==> src/rtl/gf180mcu_nand3_bist_pkg.sv <==
// Shared definitions for the gf180mcu NAND3 built-in self-test controller.
//   state_t : controller states (IDLE, SETTLE, CHECK, DONE)
//   VEC_W   : width of the stimulus vector {A3,A2,A1}
//   exp_zn  : reference NAND3 output for a given stimulus vector
package gf180mcu_nand3_bist_pkg;

  localparam int VEC_W = 3;
  localparam logic [VEC_W-1:0] VEC_LAST = '1;

  typedef enum logic [1:0] {
    IDLE   = 2'd0,
    SETTLE = 2'd1,
    CHECK  = 2'd2,
    DONE   = 2'd3
  } state_t;

  // Truth value of a healthy NAND3 cell: low only when all inputs are high.
  function automatic logic exp_zn(input logic [VEC_W-1:0] vec);
    return ~&vec;
  endfunction

endpackage

==> src/rtl/gf180mcu_nand3_bist_vecgen.sv <==
// Stimulus vector and sweep counter for the NAND3 BIST controller.
// Ports:
//   clk, rst_n : clock, synchronous active-low reset
//   clr        : restart at vector 0, sweep 0
//   adv        : step to the next vector (wraps 7->0 and bumps the sweep count)
//   vec        : current vector {A3,A2,A1}
//   vec_nxt    : value vec takes at the next edge (lets the top register drives in step)
//   last       : current vector is the final vector of the final sweep
module gf180mcu_nand3_bist_vecgen
  import gf180mcu_nand3_bist_pkg::*;
#(
  parameter int PASSES = 4
) (
  input  logic             clk,
  input  logic             rst_n,
  input  logic             clr,
  input  logic             adv,
  output logic [VEC_W-1:0] vec,
  output logic [VEC_W-1:0] vec_nxt,
  output logic             last
);

  localparam int PASS_W = $clog2(PASSES + 1);

  logic [PASS_W-1:0] pass_cnt;
  logic [PASS_W-1:0] pass_nxt;

  // NOTE: every combinational output gets a default first so no path leaves it
  // unassigned; otherwise synthesis infers a latch.
  always_comb begin
    vec_nxt  = vec;
    pass_nxt = pass_cnt;
    if (clr) begin
      vec_nxt  = '0;
      pass_nxt = '0;
    end else if (adv) begin
      vec_nxt = vec + VEC_W'(1);
      if (vec == VEC_LAST) pass_nxt = pass_cnt + PASS_W'(1);
    end
  end

  // NOTE: registers use non-blocking assignments so all flops sample their
  // inputs from the same edge, independent of statement order.
  always_ff @(posedge clk) begin
    if (!rst_n) begin
      vec      <= '0;
      pass_cnt <= '0;
    end else begin
      vec      <= vec_nxt;
      pass_cnt <= pass_nxt;
    end
  end

  assign last = (vec == VEC_LAST) && (pass_cnt == PASS_W'(PASSES - 1));

endmodule

==> src/rtl/gf180mcu_nand3_bist_ctrl.sv <==
// Built-in self-test sequencer for one gf180mcu mcu7t5v0 NAND3 cell.
// Walks all eight input vectors into the cell, holds each for SETTLE_CYCLES,
// samples ZN against the NAND3 truth table, and repeats for PASSES sweeps.
// Ports:
//   CLK, RN              : clock, synchronous active-low reset
//   START, ABORT         : run request (IDLE only) / run termination (highest priority)
//   SENSE_ZN             : ZN of the cell under test
//   DRV_A1..DRV_A3       : registered stimulus to the cell
//   BUSY, DONE           : run in progress / one-cycle normal-completion pulse
//   PASS                 : last completed run had zero mismatches
//   ERR_CNT              : saturating mismatch count
//   FAIL_VEC, FAIL_VALID : first failing vector {A3,A2,A1} and its valid flag
module gf180mcu_nand3_bist_ctrl #(
  parameter int SETTLE_CYCLES = 2,
  parameter int PASSES        = 4,
  parameter int ERR_W         = 8
) (
  input  logic             CLK,
  input  logic             RN,
  input  logic             START,
  input  logic             ABORT,
  input  logic             SENSE_ZN,
  output logic             DRV_A1,
  output logic             DRV_A2,
  output logic             DRV_A3,
  output logic             BUSY,
  output logic             DONE,
  output logic             PASS,
  output logic [ERR_W-1:0] ERR_CNT,
  output logic [2:0]       FAIL_VEC,
  output logic             FAIL_VALID
);

  import gf180mcu_nand3_bist_pkg::*;

  // The DONE port shadows the imported DONE state, so the state is always
  // referenced with its package scope.
  localparam state_t ST_DONE  = gf180mcu_nand3_bist_pkg::DONE;
  localparam int     SETTLE_W = (SETTLE_CYCLES > 1) ? $clog2(SETTLE_CYCLES) : 1;

  state_t             state;
  state_t             state_nxt;
  logic [SETTLE_W-1:0] settle_cnt;
  logic [VEC_W-1:0]   vec;
  logic [VEC_W-1:0]   vec_nxt;
  logic [VEC_W-1:0]   drv;
  logic               vg_clr;
  logic               vg_adv;
  logic               vg_last;
  logic               accept;
  logic               abort_run;
  logic               check_en;
  logic               finish;
  logic               mismatch;
  logic [ERR_W-1:0]   err_cnt;
  logic [ERR_W-1:0]   err_nxt;
  logic [VEC_W-1:0]   fail_vec;
  logic               fail_valid;
  logic               pass_q;

  gf180mcu_nand3_bist_vecgen #(
    .PASSES(PASSES)
  ) u_vecgen (
    .clk    (CLK),
    .rst_n  (RN),
    .clr    (vg_clr),
    .adv    (vg_adv),
    .vec    (vec),
    .vec_nxt(vec_nxt),
    .last   (vg_last)
  );

  always_ff @(posedge CLK) begin
    if (!RN) state <= IDLE;
    else     state <= state_nxt;
  end

  always_comb begin
    state_nxt = state;
    vg_clr    = 1'b0;
    vg_adv    = 1'b0;
    accept    = 1'b0;
    abort_run = 1'b0;
    check_en  = 1'b0;
    finish    = 1'b0;
    if (state != IDLE && ABORT) begin
      abort_run = 1'b1;
      state_nxt = IDLE;
    end else begin
      unique case (state)
        IDLE: begin
          if (START && !ABORT) begin
            accept    = 1'b1;
            vg_clr    = 1'b1;
            state_nxt = SETTLE;
          end
        end
        SETTLE: begin
          if (settle_cnt == SETTLE_W'(SETTLE_CYCLES - 1)) state_nxt = CHECK;
        end
        CHECK: begin
          check_en = 1'b1;
          if (vg_last) begin
            finish    = 1'b1;
            state_nxt = ST_DONE;
          end else begin
            vg_adv    = 1'b1;
            state_nxt = SETTLE;
          end
        end
        ST_DONE: state_nxt = IDLE;
        default: state_nxt = IDLE;
      endcase
    end
  end

  // Counts cycles spent in SETTLE; restarts whenever SETTLE is (re)entered.
  always_ff @(posedge CLK) begin
    if (!RN)                                         settle_cnt <= '0;
    else if (state == SETTLE && state_nxt == SETTLE) settle_cnt <= settle_cnt + SETTLE_W'(1);
    else                                             settle_cnt <= '0;
  end

  // Drives follow the vector counter on the same edge while a run is active
  // and park at 0 otherwise, so the cell sees a registered, glitch-free input.
  always_ff @(posedge CLK) begin
    if (!RN)                                          drv <= '0;
    else if (state_nxt == SETTLE || state_nxt == CHECK) drv <= vec_nxt;
    else                                              drv <= '0;
  end

  assign mismatch = check_en && (SENSE_ZN != exp_zn(vec));
  assign err_nxt  = (mismatch && err_cnt != '1) ? err_cnt + ERR_W'(1) : err_cnt;

  always_ff @(posedge CLK) begin
    if (!RN) begin
      err_cnt    <= '0;
      fail_vec   <= '0;
      fail_valid <= 1'b0;
      pass_q     <= 1'b0;
    end else if (accept) begin
      err_cnt    <= '0;
      fail_vec   <= '0;
      fail_valid <= 1'b0;
      pass_q     <= 1'b0;
    end else if (abort_run) begin
      pass_q <= 1'b0;
    end else if (check_en) begin
      err_cnt <= err_nxt;
      if (mismatch && !fail_valid) begin
        fail_vec   <= vec;
        fail_valid <= 1'b1;
      end
      // PASS must already reflect the final sweep's last comparison.
      if (finish) pass_q <= (err_nxt == '0);
    end
  end

  assign DRV_A1     = drv[0];
  assign DRV_A2     = drv[1];
  assign DRV_A3     = drv[2];
  assign BUSY       = (state == SETTLE) || (state == CHECK);
  assign DONE       = (state == ST_DONE);
  assign PASS       = pass_q;
  assign ERR_CNT    = err_cnt;
  assign FAIL_VEC   = fail_vec;
  assign FAIL_VALID = fail_valid;

endmodule

==> config.mk <==
export PLATFORM = sky130hd
export DESIGN_NAME = gf180mcu_nand3_bist_ctrl
export DESIGN_NICKNAME = d
export VERILOG_FILES = /design/src/rtl/gf180mcu_nand3_bist_pkg.sv /design/src/rtl/gf180mcu_nand3_bist_vecgen.sv /design/src/rtl/gf180mcu_nand3_bist_ctrl.sv
export SDC_FILE = /design/constraint.sdc
export NUM_CORES = 1
export LEC_CHECK = 0
export CAP_MARGIN = 20
export CORE_MARGIN = 1
export CORE_UTILIZATION = 35
export CTS_CLUSTER_DIAMETER = 60
export DETAILED_ROUTE_END_ITERATION = 7
export HOLD_SLACK_MARGIN = 0.12
export SKIP_CTS_REPAIR_TIMING = 1
export SLEW_MARGIN = 5
export SYNTH_ARGS = -nofsm -noshare
export SYNTH_HDL_FRONTEND = slang
export SYNTH_SLANG_ARGS = --single-unit
==> constraint.sdc <==
create_clock -name CLK -period 3.6 [get_ports CLK]
set_clock_uncertainty 0.1 [all_clocks]
set_input_delay 0.72 -clock CLK [delete_from_list [all_inputs] [get_ports CLK]]
set_output_delay 0.72 -clock CLK [all_outputs]
set_load 0.1 [all_outputs]
# After elaboration in Yosys (flattened, before gate mapping)
# Index checks and enable logic that the tools add are counted.
dict set report op_classes {
  addsub 4
  eq_ne 9
  bitwise_logic 2
  n_mux 20
  reduce_logical 24
}
# cell count
set ops {}
lappend ops {{$mux 1} 12}
lappend ops {{$reduce_and 2->1} 5}
lappend ops {{$add 8x1->8 const B} 1}
lappend ops {{$logic_not 8->1} 1}
lappend ops {{$mux 2} 4}
lappend ops {{$mux 8} 1}
lappend ops {{$ne 8x8->1 const B} 1}
lappend ops {{$pmux 2 s4} 1}
lappend ops {{$logic_and 1x1->1} 7}
lappend ops {{$add 3x1->3 const B} 2}
lappend ops {{$eq 2x2->1 const B} 3}
lappend ops {{$mux 3} 2}
lappend ops {{$reduce_and 3->1} 2}
lappend ops {{$eq 2x1->1 const B} 2}
lappend ops {{$eq 3x2->1 const B} 1}
lappend ops {{$eq 3x3->1 const B} 1}
lappend ops {{$logic_not 1->1} 3}
lappend ops {{$reduce_or 3->1} 1}
lappend ops {{$logic_not 2->1} 1}
lappend ops {{$logic_or 1x1->1} 2}
lappend ops {{$not 1->1} 2}
lappend ops {{$reduce_bool 2->1} 1}
lappend ops {{$reduce_or 2->1} 1}
lappend ops {{$add 1x1->1 const B} 1}
lappend ops {{$ne 1x1->1} 1}
dict set report word_totals {
  input_bits 5
  output_inout_bits 18
  reg_bits 25
}

# Logic depth before layout (Yosys ltp)
# Gate-level depths: netlist of run 1.
dict set report logic_depth {
  ltp_word 8
  ltp_mapped 8
}

# Cells and area by module
# Synthesis of run 1 repeated with hierarchy kept, for this count alone.
dict set report hier_totals {
  hier_cells 152
  area_unflattened_um2 1325.0
}
# module area_each_um2 seq_area_each_um2 n_inst cells_each
set by_module_without_submodules {}
lappend by_module_without_submodules {gf180mcu_nand3_bist_ctrl 1001.0 380.4 1 121}
lappend by_module_without_submodules {gf180mcu_nand3_bist_vecgen 324.1 120.1 1 31}

# Worst setup path before layout of run 1
# Ideal clock, no wire load.
dict set report synth_path {
  path_kind {reg-to-reg}
  from {reg err_cnt[0] (netlist: ERR_CNT[0])}
  to {reg pass_q (netlist: PASS)}
  path_slack_ns 1.223
  arrival_ns 2.156
  period_less_slack_ns 2.377
  t_required_ns 3.379
  n_path_buf 0
  stages_incl_launch_ff 7
  cell_sequence {dfxtp_1 -> ha_1 -> nand2_1 -> nor3_4 -> nor4_1 -> o221ai_1 -> o21ai_1}
}
dict set report synth_via {
  elab_chain_cells 4
}
# element line
set synth_rtl {}
lappend synth_rtl {{start: declaration} gf180mcu_nand3_bist_ctrl.sv:55} ;# logic [ERR_W-1:0] err_cnt;
lappend synth_rtl {{start signal: assignment} gf180mcu_nand3_bist_ctrl.sv:149} ;# err_cnt <= err_nxt;
lappend synth_rtl {{parallel branches: the longest is 2 deep, another holds $add 8x1->8} --}
lappend synth_rtl {{$mux 8 *} gf180mcu_nand3_bist_ctrl.sv:133} ;# assign err_nxt = (mismatch && err_cnt != '1) ? err_cnt + ERR_W'(1) : err_cnt;
lappend synth_rtl {{$logic_not 8->1 *} gf180mcu_nand3_bist_ctrl.sv:155} ;# if (finish) pass_q <= (err_nxt == '0);
lappend synth_rtl {{end signal: assignment} gf180mcu_nand3_bist_ctrl.sv:155}
lappend synth_rtl {{end: declaration} gf180mcu_nand3_bist_ctrl.sv:59} ;# logic pass_q;
# Mark *: on every way between the ends.
# A chain may end at the register's enable or synchronous reset.

# Final worst setup path of run 1
dict set report layout_path {
  from {reg fail_vec[2] (netlist: FAIL_VEC[2])}
  to {out FAIL_VEC[2]}
}
# element line
set layout_rtl {}
lappend layout_rtl {{start: declaration} gf180mcu_nand3_bist_ctrl.sv:57} ;# logic [VEC_W-1:0] fail_vec;
lappend layout_rtl {{start signal: assignment} gf180mcu_nand3_bist_ctrl.sv:151} ;# fail_vec <= vec;
lappend layout_rtl {{end: declaration} gf180mcu_nand3_bist_ctrl.sv:30} ;# output logic [2:0] FAIL_VEC,
# No word-level cell between the ends.

==> metrics.txt, run 1 <==
H-tree Lvls 1; WL/cell 12.39 µm; Crit path max-delay family buffers and inverters; initial antenna violation count 0; CP max stage cell clkdlybuf4s50_1; Post-Syn Nets 168; Worst-Margin Slew 0.9711 ns; Tcrit/Tclk final 0.7144; Netlist cell types 40; final hold violation count 0; post-route ant nets 0; core area 3661 µm²; Worst-path clk slew 0.08 ns; Mean Syn Cell Area 8.767 µm²; Final nets 190; GRT overflow 0; post-synth top area cell dfxtp_1; setup slack at placement 1.034 ns; cell count after synthesis 153; RSZ-0062 raised after global routing false; clock tree buffer depth 2; final setup fails 0; Post-synth EDFFs 0; PortBufs 22; ys flop type dfxtp_1; Max-Cap Viols 0; detailed-route DRC error count 0; pin count of the biggest net entering global routing 18; Fin Setup TNS 0 ns; register area 500.5 µm²; FF+latch count, synth 25; CTS tree done; Clk Latency, worst-skew pair 0.27 ns; clock sinks 25; ranking of synthesized cells by area dfxtp_1 (37%), ha_1 (9.3%), nor2_1 (6.2%); footprint of the multi-input gates 788.3 µm²; Final Instance Area 1614 µm²; first-pass GRT wire length 4726 µm; Tot Pwr 0.4840 mW; pwr dens 299.8 nW/µm²; WP buf/inv 1; outcome completed; layout cell share with drive strength beyond 1 0.1264; number of global-route vias before repair 1063; I/O Pins 23; arrival time at the worst endpoint 1.75 ns; area share of the largest cell type after synthesis 0.3731; CP Class reg2out; Slew Limit Fails 0; Detail Placement HPWL 2074 µm; worst setup slack after layout 1.028 ns; CP Cell Sequence clkdlybuf4s50_1; Crit path largest cell delay 1.14 ns; post-route minimum period 2.572 ns; DP Area 1568 µm²; Fillers 370; die height 63.91 µm; Antenna Cells 0; die width 63.91 µm; Vias/cell 5.158; DRT Pass-1 Iters 4; routability cong. 0.8434; Crit Path Max Fanout 2; Area growth syn-to-layout 20.34%; drt total wl 2750 µm; Clock Root Buffer clkbuf_8; VDD IR-drop max 0.1365 mV; Vias 1145; Fmax 0.3888 GHz; Starting Density 0.3664; die footprint 4084 µm²; Worst Setup End Kind primary output; Tot GR Track Use 0.1485; asr flop ratio synth 0; register area share after synthesis 0.3731; Hold WC Path Type reg2reg; Yosys Warn Count 0; Req. time, crit path 2.78 ns; Slew HR 0.3506; initial DRC count 23; P_leak 0.6448 nW; Critical Path Start Type flop; Num CTS Buffers 3; Netlist Area Pre-Place 1341 µm²; Site Rows 22
-- worst min-delay path, cell delays in order, from the launching register on --
cell and delay, ns:
dfxtp_1 0.32, nand3_1 0.06, o21ai_1 0.05
-- registers in the layout (all words and copies together) (netlist names) --
name               flops
state                  2
settle_cnt             1
u_vecgen.vec           3
ERR_CNT                8
FAIL_VEC               3
PASS                   1
drv                    3
FAIL_VALID             1
u_vecgen.pass_cnt      3
-- stage by stage --
| stage | utilization | hold WS (ns) | instances |
|---|---|---|---|
| 2_1_floorplan | - | 0.3483 | 153 |
| 3_3_place_gp | 0.4282 | 0.3633 | 218 |
| 3_5_place_dp | 0.4282 | 0.3707 | 218 |
| 4_1_cts | 0.4409 | 0.3823 | 222 |
| 5_1_grt | 0.4409 | 0.4041 | 222 |
| 6_report | 0.4409 | 0.3730 | 222 |
-- cell families after synthesis --
kind of cell | count (synthesis) | share of synthesized area
multiplexers | 5 | 0.03731
flip-flops | 25 | 0.3731
buffers and inverters | 11 | 0.03917
AND/OR/NAND/NOR | 69 | 0.2873
AO/OA/AOI/OAI | 25 | 0.1120
XOR/XNOR | 8 | 0.05784
adder cells (fa/ha/maj) | 10 | 0.09328
-- worst paths after layout --
path / startpoint / end / cells after the start / slack [ns]
max: FAIL_VEC[2] / FAIL_VEC[2] / 1 / 1.03
min: PASS / PASS / 2 / 0.37
max reg2reg: u_vecgen.vec[0] / PASS / 7 / 1.43
min reg2reg: PASS / PASS / 2 / 0.37
-- synthesized netlist by cell type (2+ instances only) --
master    count
dfxtp_1      25
ha_1         10
nand2b_1      2
xnor2_1       5
nand4_1       3
a21oi_1       8
inv_1         5
o21ai_0       8
mux2i_1       5
xor2_1        2
nor2_1       22
and3_1        4
nand3_1       8
nor3_1        8
nand2_1      11
buf_2         3
-- power by group --
| part | internal (mW) | switching (mW) |
|---|---|---|
| Sequential | 0.277 | 0.00111 |
| Clock | 0.0775 | 0.0900 |
| Combinational | 0.0136 | 0.0243 |
| Total | 0.369 | 0.115 |
-- cell usage in the layout (no fill, tap or decap), types with 4 or more instances in the layout --
| cell | count |
|---|---|
| a21oi_1 | 8 |
| and3_1 | 4 |
| buf_4 | 12 |
| clkdlybuf4s50_1 | 11 |
| dfxtp_1 | 25 |
| ha_1 | 10 |
| inv_1 | 5 |
| mux2i_1 | 5 |
| nand2_1 | 11 |
| nand3_1 | 8 |
| nor2_1 | 22 |
| nor3_1 | 8 |
| o21ai_0 | 8 |
| xnor2_1 | 5 |
-- final cells by class --
type | instances | area share
Clock inverter | 1 | 0.003101
Sequential cell | 25 | 0.3101
Tap cell | 48 | 0.03721
Timing Repair Buffer | 23 | 0.1240
Multi-Input combinational cell | 117 | 0.4884
Inverter | 5 | 0.01163
Clock buffer | 3 | 0.02558
-- routing by layer --
| layer | GRT usage | routed length (µm) | vias to the layer above |
|---|---|---|---|
| met5 | 0 | 0 | - |
| met4 | 0.08239 | 55 | 0 |
| met3 | 0.02857 | 106 | 5 |
| met2 | 0.2367 | 1282 | 22 |
| met1 | 0.1865 | 1306 | 534 |
| li1 | - | - | 584 |
(Power assumes the default switching activity.)
==> run 2: changes to the inputs <==
==> constraint.sdc (replaced) <==
create_clock -name CLK -period 2.6 [get_ports CLK]
set_clock_uncertainty 0.1 [all_clocks]
set_input_delay 0.52 -clock CLK [delete_from_list [all_inputs] [get_ports CLK]]
set_output_delay 0.52 -clock CLK [all_outputs]
set_load 0.1 [all_outputs]
==> run 2 against run 1 <==
Net effect:
- hold slack better by 0.0046 ns
- sequential power is 38% higher
- total power up 40%
- global-route usage is 0.43 points higher
- combinational power up 38%
- die area unchanged
- register-to-register slack got worse by 0.99 ns
- non-clock buffer count stayed put
- via count unchanged
- routed wire length up 3.5%
- largest cell class unchanged
==> metrics.txt, run 2 (synthesis results as in run 1) <==
I/O Pins 23 (unchanged); core area 3661 µm² (unchanged); footprint of the multi-input gates 788.3 µm² (unchanged); WL met3 71 µm (-33%); initial antenna violation count 0 (unchanged); Critical R2R Launch u_vecgen.vec[0]; RSZ-0062 raised after global routing false; Tot GR Track Use 0.1528 (+0.004319); Num CTS Buffers 3 (unchanged); Worst Setup SP u_vecgen.vec[0]; register area 500.5 µm² (unchanged); first-pass GRT wire length 4892 µm (+3.5%); Fmax 0.4622 GHz; Vias/cell 5.158 (unchanged); detailed-route DRC error count 0 (unchanged); outcome completed; H-tree Lvls 1 (unchanged); arrival time at the worst endpoint 2.28 ns (+0.53 ns); clock tree buffer depth 2 (unchanged); Detail Placement HPWL 2073 µm (about the same); worst setup slack after layout 0.4366 ns (-0.5914 ns); met1 WL 1377 µm (+5.4%); Site Rows 22 (unchanged); Clock Root Buffer clkbuf_8; routability cong. 0.8171 (-3.1%); pwr dens 423.4 nW/µm² (+41%); Slew Limit Fails 0 (unchanged); Final nets 190 (unchanged); Fillers 367 (-0.81%); most common cell after layout, fill and taps aside dfxtp_1; Fin Setup TNS 0 ns (unchanged); Slew HR 0.7002 (+0.3496); Antenna Cells 0 (unchanged); layout cell share with drive strength beyond 1 0.1667 (+0.04023); Worst-Margin Slew 0.4482 ns (-0.5228 ns); final setup fails 0 (unchanged); Area growth syn-to-layout 19.22%; Starting Density 0.3664 (unchanged); commonest cells after routing, fill and taps aside dfxtp_1 (25), nor2_1 (22), buf_4 (19), nand2_1 (11), ha_1 (10); die footprint 4084 µm² (unchanged); Worst-path clk slew 0.09 ns (about the same); post-route minimum period 2.163 ns; pin count of the biggest net entering global routing 16 (-2); Critical Path Start Type flop; die width 63.91 µm (unchanged); WL/cell 12.82 µm (+3.5%); Hold WC Path Type reg2reg; die height 63.91 µm (unchanged); drt total wl 2847 µm (+3.5%); Crit Path Max Fanout 15 (+13); CP Class reg2reg; Vias 1145 (unchanged); initial DRC count 46 (+100%); number of global-route vias before repair 1105 (+4.0%); Clk Latency, worst-skew pair 0.27 ns (about the same); Max-Cap Viols 0 (unchanged); PortBufs 22 (unchanged); GRT overflow 0 (unchanged); Req. time, crit path 2.71 ns (-0.07 ns); max reg flops 8 (unchanged); Worst Setup End Kind flop; final hold violation count 0 (unchanged); Tcrit/Tclk final 0.8321; setup slack at placement 0.2308 ns (-0.8036 ns); WL met2 1366 µm (+6.6%); CTS tree done; DRT Pass-1 Iters 4 (unchanged); top layer reached by signal wires met4; startpoint of the most critical hold path PASS; clock sinks 25 (unchanged); post-route ant nets 0 (unchanged); P_leak 0.6555 nW (+1.7%); VDD IR-drop max 0.1937 mV (+42%)
-- run 2: routing by layer --
metal  vias up  GRT usage
met5         -          0
met4         0    0.05966
met3         4    0.02679
met2        14     0.2673
met1       544     0.1838
li1        583          -
-- run 2: through the flow --
step / hold WS (ns) / total power [mW] / cells / utilization / area, µm²
after global routing: 0.4048 / 0.7101 / 222 / 0.4368 / 1599
after CTS: 0.3892 / 0.6872 / 222 / 0.4368 / 1599
final: 0.3776 / 0.6770 / 222 / 0.4368 / 1599
after global placement: 0.3647 / 0.4468 / 218 / 0.4234 / 1550
after detailed placement: 0.3677 / 0.4474 / 218 / 0.4234 / 1550
after floorplan: 0.3483 / 0.4305 / 153 / - / 1341
-- run 2: critical path, stage by stage, from the launching register on --
cell and delay (ns):
dfxtp_1 0.35, ha_1 0.21, ha_1 0.27, xnor2_2 0.29, nand3_4 0.22, nor4b_1 0.36
o221ai_1 0.17, o21ai_1 0.13
-- run 2: where the power goes --
| group | internal (mW) | switching, mW |
|---|---|---|
| sequential | 0.384 | 0.00173 |
| clock | 0.109 | 0.130 |
| combinational | 0.0187 | 0.0335 |
-- run 2: final cells by class --
cell class | instances | area share
Clock buffer | 3 | 0.02582
Inverter | 5 | 0.01174
Tap cell | 48 | 0.03756
Clock inverter | 1 | 0.004695
Timing Repair Buffer | 23 | 0.1142
Sequential cell | 25 | 0.3130
Multi-Input combinational cell | 117 | 0.4930
-- run 2: path summary, 6_finish.rpt --
check             endpoint  cells past startpoint  slack, ns
hold / removal        PASS                      2       0.38
setup / recovery      PASS                      7       0.44
setup reg to reg      PASS                      7       0.44
hold reg to reg       PASS                      2       0.38
